$ cat src/rtl/rps_pkg.sv
// Shared encodings for the rock-paper-scissors match referee:
// move codes, FSM state codes, match winner codes and the round result record.
package rps_pkg;

  // Player move encoding as presented by the switch front end
  localparam logic [1:0] MOVE_SCISSORS = 2'b00;
  localparam logic [1:0] MOVE_INVALID  = 2'b01;
  localparam logic [1:0] MOVE_PAPER    = 2'b10;
  localparam logic [1:0] MOVE_ROCK     = 2'b11;

  // Match FSM state encoding
  localparam logic [1:0] ST_PLAY  = 2'd0;
  localparam logic [1:0] ST_JUDGE = 2'd1;
  localparam logic [1:0] ST_OVER  = 2'd2;

  // match_winner codes, meaningful only while match_over is high
  localparam logic [1:0] WIN_NONE = 2'b00;
  localparam logic [1:0] WIN_A    = 2'b01;
  localparam logic [1:0] WIN_B    = 2'b10;
  localparam logic [1:0] WIN_DRAW = 2'b11;

  // One decided round; at most one of a_win/b_win/tie is set
  typedef struct packed {
    logic a_win;
    logic b_win;
    logic tie;
    logic invalid;
  } round_result_t;

  // True when legal move x defeats legal move y
  function automatic logic move_beats(input logic [1:0] x, input logic [1:0] y);
    return ((x == MOVE_ROCK)     && (y == MOVE_SCISSORS)) ||
           ((x == MOVE_SCISSORS) && (y == MOVE_PAPER))    ||
           ((x == MOVE_PAPER)    && (y == MOVE_ROCK));
  endfunction

endpackage

$ cat src/rtl/rps_round_judge.sv
// Combinational judge for one round, fed from the registered move pair.
// Optional macro RPS_FORFEIT_EN: an invalid move forfeits the round to the
// opponent (both invalid -> tie). Without it an invalid move yields no
// win/tie result at all and the referee rejects the round.
module rps_round_judge
  import rps_pkg::*;
(
  input  logic [1:0] move_a,
  input  logic [1:0] move_b,
  output logic       a_win,
  output logic       b_win,
  output logic       tie,
  output logic       invalid
);

  round_result_t res;
  logic          a_bad;
  logic          b_bad;

  assign a_bad = (move_a == MOVE_INVALID);
  assign b_bad = (move_b == MOVE_INVALID);

  // Decide the round outcome from the two moves
  always_comb begin
    res         = '0;
    res.invalid = a_bad | b_bad;
    if (res.invalid) begin
`ifdef RPS_FORFEIT_EN
      if (a_bad && b_bad) begin
        res.tie = 1'b1;
      end else if (a_bad) begin
        res.b_win = 1'b1;
      end else begin
        res.a_win = 1'b1;
      end
`endif
    end else if (move_a == move_b) begin
      res.tie = 1'b1;
    end else if (move_beats(move_a, move_b)) begin
      res.a_win = 1'b1;
    end else begin
      res.b_win = 1'b1;
    end
  end

  assign a_win   = res.a_win;
  assign b_win   = res.b_win;
  assign tie     = res.tie;
  assign invalid = res.invalid;

endmodule

$ cat src/rtl/rps_match_referee.sv
// Match referee: accepts move pairs, judges each round, keeps scores and
// declares the match result. Round judging lives in rps_round_judge.
// Optional macro RPS_FORFEIT_EN (see rps_round_judge): invalid moves forfeit
// the round instead of rejecting it.
//
// state | meaning
// PLAY  | waiting for a move pair, round_ready high
// JUDGE | registered moves judged, result pulses out, counters update at exit
// OVER  | match decided, everything frozen until new_match or reset
module rps_match_referee #(
  parameter int WIN_SCORE  = 3,
  parameter int MAX_ROUNDS = 9,
  parameter int SCORE_W    = $clog2(MAX_ROUNDS + 1)
) (
  input  logic               clk,
  input  logic               reset,
  input  logic               move_valid,
  input  logic [1:0]         player_a,
  input  logic [1:0]         player_b,
  input  logic               new_match,
  output logic               round_ready,
  output logic               round_done,
  output logic               player_a_wins,
  output logic               player_b_wins,
  output logic               tie_game,
  output logic               round_invalid,
  output logic [SCORE_W-1:0] score_a,
  output logic [SCORE_W-1:0] score_b,
  output logic [SCORE_W-1:0] round_count,
  output logic               match_over,
  output logic [1:0]         match_winner
);

  import rps_pkg::*;

  logic [1:0]         state;
  logic [1:0]         move_a_q;
  logic [1:0]         move_b_q;
  logic               j_a_win;
  logic               j_b_win;
  logic               j_tie;
  logic               j_invalid;
  logic               counted;
  logic               accept;
  logic               judge_live;
  logic [SCORE_W-1:0] score_a_nx;
  logic [SCORE_W-1:0] score_b_nx;
  logic [SCORE_W-1:0] round_count_nx;
  logic               go_over;
  logic [1:0]         winner_nx;

  rps_round_judge u_judge (
    .move_a  (move_a_q),
    .move_b  (move_b_q),
    .a_win   (j_a_win),
    .b_win   (j_b_win),
    .tie     (j_tie),
    .invalid (j_invalid)
  );

  // A move is dropped when new_match arrives in the same cycle
  assign accept  = (state == ST_PLAY) && move_valid && !new_match;
  assign counted = j_a_win | j_b_win | j_tie;

  // Post-update counter values used both for the registers and the end check
  always_comb begin
    score_a_nx     = score_a + SCORE_W'(j_a_win);
    score_b_nx     = score_b + SCORE_W'(j_b_win);
    round_count_nx = round_count + SCORE_W'(counted);
  end

  // Match end check on the post-update values
  always_comb begin
    go_over   = 1'b0;
    winner_nx = WIN_NONE;
    if (score_a_nx == SCORE_W'(WIN_SCORE)) begin
      go_over   = 1'b1;
      winner_nx = WIN_A;
    end else if (score_b_nx == SCORE_W'(WIN_SCORE)) begin
      go_over   = 1'b1;
      winner_nx = WIN_B;
    end else if (round_count_nx == SCORE_W'(MAX_ROUNDS)) begin
      go_over = 1'b1;
      if (score_a_nx > score_b_nx) begin
        winner_nx = WIN_A;
      end else if (score_b_nx > score_a_nx) begin
        winner_nx = WIN_B;
      end else begin
        winner_nx = WIN_DRAW;
      end
    end
  end

  // Capture the move pair on acceptance
  always_ff @(posedge clk or posedge reset) begin
    if (reset) begin
      move_a_q <= MOVE_SCISSORS;
      move_b_q <= MOVE_SCISSORS;
    end else if (accept) begin
      move_a_q <= player_a;
      move_b_q <= player_b;
    end
  end

  // Match FSM with score and round counters
  always_ff @(posedge clk or posedge reset) begin
    if (reset) begin
      state        <= ST_PLAY;
      score_a      <= '0;
      score_b      <= '0;
      round_count  <= '0;
      match_winner <= WIN_NONE;
    end else if (new_match) begin
      state        <= ST_PLAY;
      score_a      <= '0;
      score_b      <= '0;
      round_count  <= '0;
      match_winner <= WIN_NONE;
    end else begin
      case (state)
        ST_PLAY: begin
          if (accept) begin
            state <= ST_JUDGE;
          end
        end
        ST_JUDGE: begin
          // A rejected round leaves the counters alone and cannot end the match
          if (counted) begin
            score_a     <= score_a_nx;
            score_b     <= score_b_nx;
            round_count <= round_count_nx;
            if (go_over) begin
              state        <= ST_OVER;
              match_winner <= winner_nx;
            end else begin
              state <= ST_PLAY;
            end
          end else begin
            state <= ST_PLAY;
          end
        end
        ST_OVER: begin
          state <= ST_OVER;
        end
        default: begin
          state <= ST_PLAY;
        end
      endcase
    end
  end

  // Result pulses exist only in JUDGE, and new_match cancels them
  assign judge_live    = (state == ST_JUDGE) && !new_match;
  assign round_ready   = (state == ST_PLAY);
  assign round_done    = judge_live;
  assign player_a_wins = judge_live & j_a_win;
  assign player_b_wins = judge_live & j_b_win;
  assign tie_game      = judge_live & j_tie;
  assign round_invalid = judge_live & j_invalid;
  assign match_over    = (state == ST_OVER);

endmodule
$ cat config.mk
export PLATFORM = sky130hd
export DESIGN_NAME = rps_match_referee
export DESIGN_NICKNAME = d
export VERILOG_FILES = /design/src/rtl/rps_pkg.sv /design/src/rtl/rps_round_judge.sv /design/src/rtl/rps_match_referee.sv
export SDC_FILE = /design/constraint.sdc
export NUM_CORES = 1
export LEC_CHECK = 0
export BUFFER_PORTS_ARGS = -buffer_cell sky130_fd_sc_hd__buf_2
export CORE_MARGIN = 2
export CORE_UTILIZATION = 47
export CTS_BUF_LIST = sky130_fd_sc_hd__clkbuf_2
export CTS_CLUSTER_SIZE = 24
export DETAILED_ROUTE_END_ITERATION = 8
export GPL_TIMING_DRIVEN = 1
export PLACE_DENSITY = 0.77
export SYNTH_ARGS = -nofsm -noshare
export SYNTH_HDL_FRONTEND = slang
export SYNTH_SLANG_ARGS = --single-unit
$ cat constraint.sdc
create_clock -name clk -period 6.6 [get_ports clk]
set_clock_uncertainty 0.1 [all_clocks]
set_input_delay 0.33 -clock clk [delete_from_list [all_inputs] [get_ports clk]]
set_output_delay 0.33 -clock clk [all_outputs]
set_load 0.02 [all_outputs]
# ---- Yosys cells after proc, flatten, opt, wreduce, memory -nomap -nowiden
# Cells that the tools add are included.
# Widths: inputs -> output; s select.
dict set report classes {
  addsub 3
  order_cmp 2
  n_mux 31
  eq_ne 13
  n_reduce_logical 17
  n_bitwise 7
}
# operator count
set ops {}
lappend ops {{$mux 4} 9}
lappend ops {{$mux 2} 13}
lappend ops {{$add 4x1->4} 3}
lappend ops {{$eq 2x2->1 const B} 5}
lappend ops {{$eq 4x2->1 const B} 2}
lappend ops {{$gt 4x4->1} 2}
lappend ops {{$mux 1} 7}
lappend ops {{$eq 2x1->1 const B} 3}
lappend ops {{$logic_and 1x1->1} 6}
lappend ops {{$logic_not 2->1} 3}
lappend ops {{$pmux 2 s3} 1}
lappend ops {{$reduce_bool 2->1} 3}
lappend ops {{$and 1x1->1} 4}
lappend ops {{$eq 4x4->1 const B} 1}
lappend ops {{$mux 3} 1}
lappend ops {{$ne 3x2->1 const B} 1}
lappend ops {{$or 1x1->1} 3}
lappend ops {{$reduce_and 3->1} 1}
lappend ops {{$eq 2x2->1} 1}
lappend ops {{$logic_or 1x1->1} 2}
lappend ops {{$reduce_and 2->1} 1}
lappend ops {{$logic_not 1->1} 1}
dict set report totals {
  regBits 20
  out_inout_bits 21
}

# ---- Depth between registers and ports, before layout
dict set report depth {
  ltp_word 18
  depth_mapped 14
}

# ---- Modules after synthesis
# A second synthesis with hierarchy kept.
dict set report unflattened {
  hier_cells 126
  area_unflattened_um2 1322.5
}
# module area_each_um2 cells_per_inst instances
set modules_own_cells {}
lappend modules_own_cells {rps_match_referee 1209.9 110 1}
lappend modules_own_cells {rps_round_judge 112.6 16 1}

# ---- Worst setup path before layout
# Ideal clock, no wire load.
dict set report synth_timing {
  kind {reg-to-reg}
  start {reg move_a_q[0]}
  end {reg match_winner[0]}
  path_slack_ps 3652
  arrival_ps 2754
  required_ps 6406
  path_stages_with_launch 12
  setup_ps 94
  cell_sequence {dfrtp_1 clkbuf_1 xor2_1 o31ai_1 ha_1 ha_1 ha_1 nor2b_1 o21ai_0 a21oi_1 or4b_1 a221oi_2}
}
dict set report synth_via {
  elab_chain_len 18
  word_cells_on_any_way 41
}
# element line
set synth_rtl {}
lappend synth_rtl {{from (decl)} rps_match_referee.sv:37} ;# logic [1:0] move_a_q;
lappend synth_rtl {{from (signal assigned)} rps_match_referee.sv:100} ;# move_a_q <= player_a;
lappend synth_rtl {{$eq 2x2->1 or $logic_not 2->1 (tied branches)} {rps_pkg.sv:32, rps_pkg.sv:33}}
lappend synth_rtl {{$logic_and 1x1->1 (on tied branches)} {rps_pkg.sv:32, rps_pkg.sv:33}}
lappend synth_rtl {{$logic_or 1x1->1} rps_pkg.sv:32} ;# return ((x == MOVE_ROCK) && (y == MOVE_SCISSORS)) ||
lappend synth_rtl {{$logic_or 1x1->1} rps_pkg.sv:33} ;# ((x == MOVE_SCISSORS) && (y == MOVE_PAPER)) ||
lappend synth_rtl {{$mux 1} rps_round_judge.sv:39} ;# end else if (move_beats(move_a, move_b)) begin
lappend synth_rtl {{$mux 2} rps_round_judge.sv:37} ;# end else if (move_a == move_b) begin
lappend synth_rtl {{$mux 3 (*)} rps_round_judge.sv:27} ;# if (res.invalid) begin
lappend synth_rtl {{$add 4x1->4, or another cell as far along} rps_match_referee.sv:68} ;# score_b_nx = score_b + SCORE_W'(j_b_win);
lappend synth_rtl {{(+2 left out)} --}
lappend synth_rtl {{$mux 2 or $eq 4x4->1 (tied branches)} {rps_match_referee.sv:84, rps_match_referee.sv:82}}
lappend synth_rtl {{$mux 2} rps_match_referee.sv:82} ;# end else if (round_count_nx == SCORE_W'(MAX_ROUNDS)) begin
lappend synth_rtl {{$mux 2} rps_match_referee.sv:79} ;# end else if (score_b_nx == SCORE_W'(WIN_SCORE)) begin
lappend synth_rtl {{$mux 2} rps_match_referee.sv:76} ;# if (score_a_nx == SCORE_W'(WIN_SCORE)) begin
lappend synth_rtl {{$mux 2} rps_match_referee.sv:132} ;# if (go_over) begin
lappend synth_rtl {{$mux 2} rps_match_referee.sv:128} ;# if (counted) begin
lappend synth_rtl {{$mux 2} rps_match_referee.sv:120} ;# case (state)
lappend synth_rtl {{$mux 2} rps_match_referee.sv:113} ;# end else if (new_match) begin
lappend synth_rtl {{to (signal assigned)} rps_match_referee.sv:134} ;# match_winner <= winner_nx;
lappend synth_rtl {{to (decl)} rps_match_referee.sv:31} ;# output logic [1:0] match_winner
# Every way passes the cells marked *; elsewhere a longest branch is shown, timed or not. The select of a mux whose other input is x is not followed.
# A chain may end at the register's enable or synchronous reset.

# ---- Worst setup path after layout
# Ends and elaborated chain as after synthesis.

==> flow_summary.ini <==
[status]
status = completed

[worst_setup_path]
cp.arrival_ns = 3.37
path_common_cell = ha_1
required_ns = 6.75
crit_type = register to register
cpLargestDelayFamily = adder cells
end_kind = register
reg2reg_slack_ns = 3.37
crit_fanout = 8
cp-start-kind = register
crit_chain = xor2_1 -> o31ai_1 -> ha_1 -> ha_1 -> ha_1 -> nor2b_1 -> o21ai_0 -> a21oi_1 -> or4b_1 -> a221oi_2
timing.rr.start = move_a_q[0]
slowest_stage = dfrtp_1
slowest_delay_ns = 0.51
cp_num_buf_inv = 0
r2r_end = match_winner[0]
reg2reg_depth = 10

[cts]
root_buffer = clkbuf_2
cts_sinks = 20
cts_tree = built
insertion_delay_ns = 0.32
cts_hold_buf = 0
postCtsResizedCells = 0
cts_made_buffers = 3
cts.reportedPaths.clkPinSlew_ns = 0.19
cts_setup_buffers = 0
cts.path.max_buffers = 2
htreeDepth = 1

[power_and_ir_drop]
switching_share = 0.3361
power_mw = 0.2486
peakVddDrop_mv = 0.1343
pwr-share-comb = 0.240
switching_power_mw = 0.08354
clockPowerShare = 0.207
p_leak_nw = 0.7371
intPower_mw = 0.1650
pwr-share-seq = 0.553
powerDensity_nw_per_um2 = 166.7

[cells_and_area]
post-route-util = 0.5503
mostFrequentLayoutCells = buf_2 (28), nand2_1 (23), dfrtp_1 (20), nor2_1 (12), a21oi_1 (11)
num-nets-final = 194
diodes = 0
area_delta_synth_final_pct = 13.31
drive_gt1_frac = 0.2159
nFillCells = 270
final_common_cell = buf_2
design_area_um2 = 1491

[floorplanning]
fp.dieH_um = 56.92
std_cell_rows = 19
io_pins = 29
core-area_um2 = 2710
dieArea_um2 = 3240
die_w_um = 56.92
start_util = 0.4857

[global_route]
grt_pass1_vias = 1096
grt.overflow.total = 0
grt_max_degree = 21
grt_pass1_wl_um = 4609
grt_usage = 0.1749
antenna_found_initial = 0

[timing]
tightest_slew_ns = 0.7673
drv_slew = 0
setup_tns_ns = 0
final.setup.worst_slack_ns = 3.373
rsz0062_at_grt = no
setup_viol = 0
fmax_mhz = 309.9
min_period_over_period = 0.4890
period_minus_slack_ns = 3.227
slew_headroom = 0.4879
hold_violations = 0

[yosys]
synth_xor_area_frac = 0.07890
yosysSeqAreaShare = 0.3802
synthAdderAreaFrac = 0.08555
synthCells = 150
synth_top_family_by_area = simple AND/OR/NAND/NOR gates
yosys.area_share.simple = 0.2529
synth.distinct_cells = 37
synth_area_um2 = 1316
syn-num-nets = 167
muxShareOfSynthArea = 0.01711
yosysWarnings = 0
synth_compound_area_frac = 0.1454
ys_ff_latch = 20
avgSynthCellArea_um2 = 8.775

[detailed_routing]
met3WireLength_um = 99
wirelength_met1_um = 1251
wl_met2_um = 1389
wl_per_cell_um = 13.34
vias = 1137
antenna_left = 0
wl_um = 2762
remaining_drc_errors = 0
top_layer = met4
firstDrtPassIters = 4
viasPerCell = 5.493
drt_iter0_markers = 16

[placement]
gp_congestion = 0.8707
place_area_um2 = 1473
hpwl_um = 2116
io_buffers = 28
place_ws_ns = 3.397

[worst_hold_path]
min_path_type = input port to asynchronous set/reset pin

[job]
maxCapViolCount = 0
metal layers:
layer / up-vias / global-route usage
li1: 576 / -
met1: 536 / 0.2274
met2: 23 / 0.2989
met3: 2 / 0.02765
met4: 0 / 0.05316
met5: - / 0
registers in the layout (all words and copies together) (netlist names):
signal / cells
round_count: 4
score_a: 4
score_b: 4
match_winner: 2
move_a_q: 2
move_b_q: 2
state: 2
per-stage QoR:
stage	cells	hold WS (ns)
finish	207	0.007543
global route	207	0.06430
CTS	207	0.03363
detailed placement	203	0.4149
global placement	203	0.3947
floorplan	150	0.1938
Yosys cell counts:
cell / count / share of area
nor3b_1: 1 / 0.0057
o21ai_0: 6 / 0.023
nor4_1: 1 / 0.0048
dfrtp_1: 20 / 0.38
xnor2_1: 2 / 0.013
a21boi_0: 1 / 0.0057
nand2b_1: 4 / 0.019
and2_1: 5 / 0.024
a211oi_1: 2 / 0.011
a21o_1: 2 / 0.011
xor2_1: 8 / 0.053
and3_1: 2 / 0.0095
nor4b_1: 1 / 0.0067
a31o_2: 1 / 0.0067
ha_1: 9 / 0.086
nor2_1: 12 / 0.034
o31ai_1: 2 / 0.011
and4b_1: 1 / 0.0076
nand2_1: 23 / 0.066
or4b_1: 1 / 0.0076
a2111oi_0: 1 / 0.0067
nand4_1: 2 / 0.0095
nor3_1: 1 / 0.0038
or3_1: 1 / 0.0048
mux2_2: 2 / 0.017
o21bai_1: 1 / 0.0057
a221oi_2: 1 / 0.011
nor2b_1: 3 / 0.014
a21oi_1: 11 / 0.042
nand3_1: 3 / 0.011
clkbuf_1: 6 / 0.017
o21ai_1: 1 / 0.0038
xor2_2: 1 / 0.012
nand4b_1: 2 / 0.013
o21ai_2: 1 / 0.0067
inv_1: 8 / 0.023
nor4b_2: 1 / 0.011
logic make-up after synthesis:
family	count (synthesis)
flops	20
simple gates	64
buf+inv	14
mux	2
fa+ha+maj	9
xor+xnor	11
compound gates	30
worst register-to-register path, cell delays in order, from the launching register on:
cell and delay, ns:
dfrtp_1 0.51, xor2_1 0.20, o31ai_1 0.30, ha_1 0.29, ha_1 0.29, ha_1 0.32
nor2b_1 0.16, o21ai_0 0.15, a21oi_1 0.08, or4b_1 0.49, a221oi_2 0.26
how the worst max path moves through the flow:
stage / startpoint / to / cells past startpoint
floorplan: move_a_q[0] / match_winner[0] / 11
global placement: move_a_q[0] / match_winner[0] / 10
detailed placement: move_a_q[0] / match_winner[0] / 10
CTS: move_a_q[0] / match_winner[0] / 10
global route: move_a_q[0] / match_winner[0] / 10
finish: move_a_q[0] / match_winner[0] / 10
final cells by class:
cell class,count,area (um2),share of cell area
clock buffers,3,15.01,0.01007
clock inverters,1,3.754,0.002517
inverters,8,30.03,0.02013
multi-input cells,116,763.2,0.5117
flip-flops and latches,20,500.5,0.3356
well taps,31,38.79,0.02601
repair buffers,28,140.1,0.09396
power groups by stage:
stage	logic (mW)	clock network (mW)	registers (mW)
5_1_grt	0.0686	0.0583	0.139
3_3_place_gp	0.0567	0	0.139
2_1_floorplan	0.0482	0	0.136
6_report	0.0597	0.0515	0.137
3_5_place_dp	0.0598	0	0.140
4_1_cts	0.0603	0.0536	0.137
No activity file was read; power rests on OpenSTA's default activity.
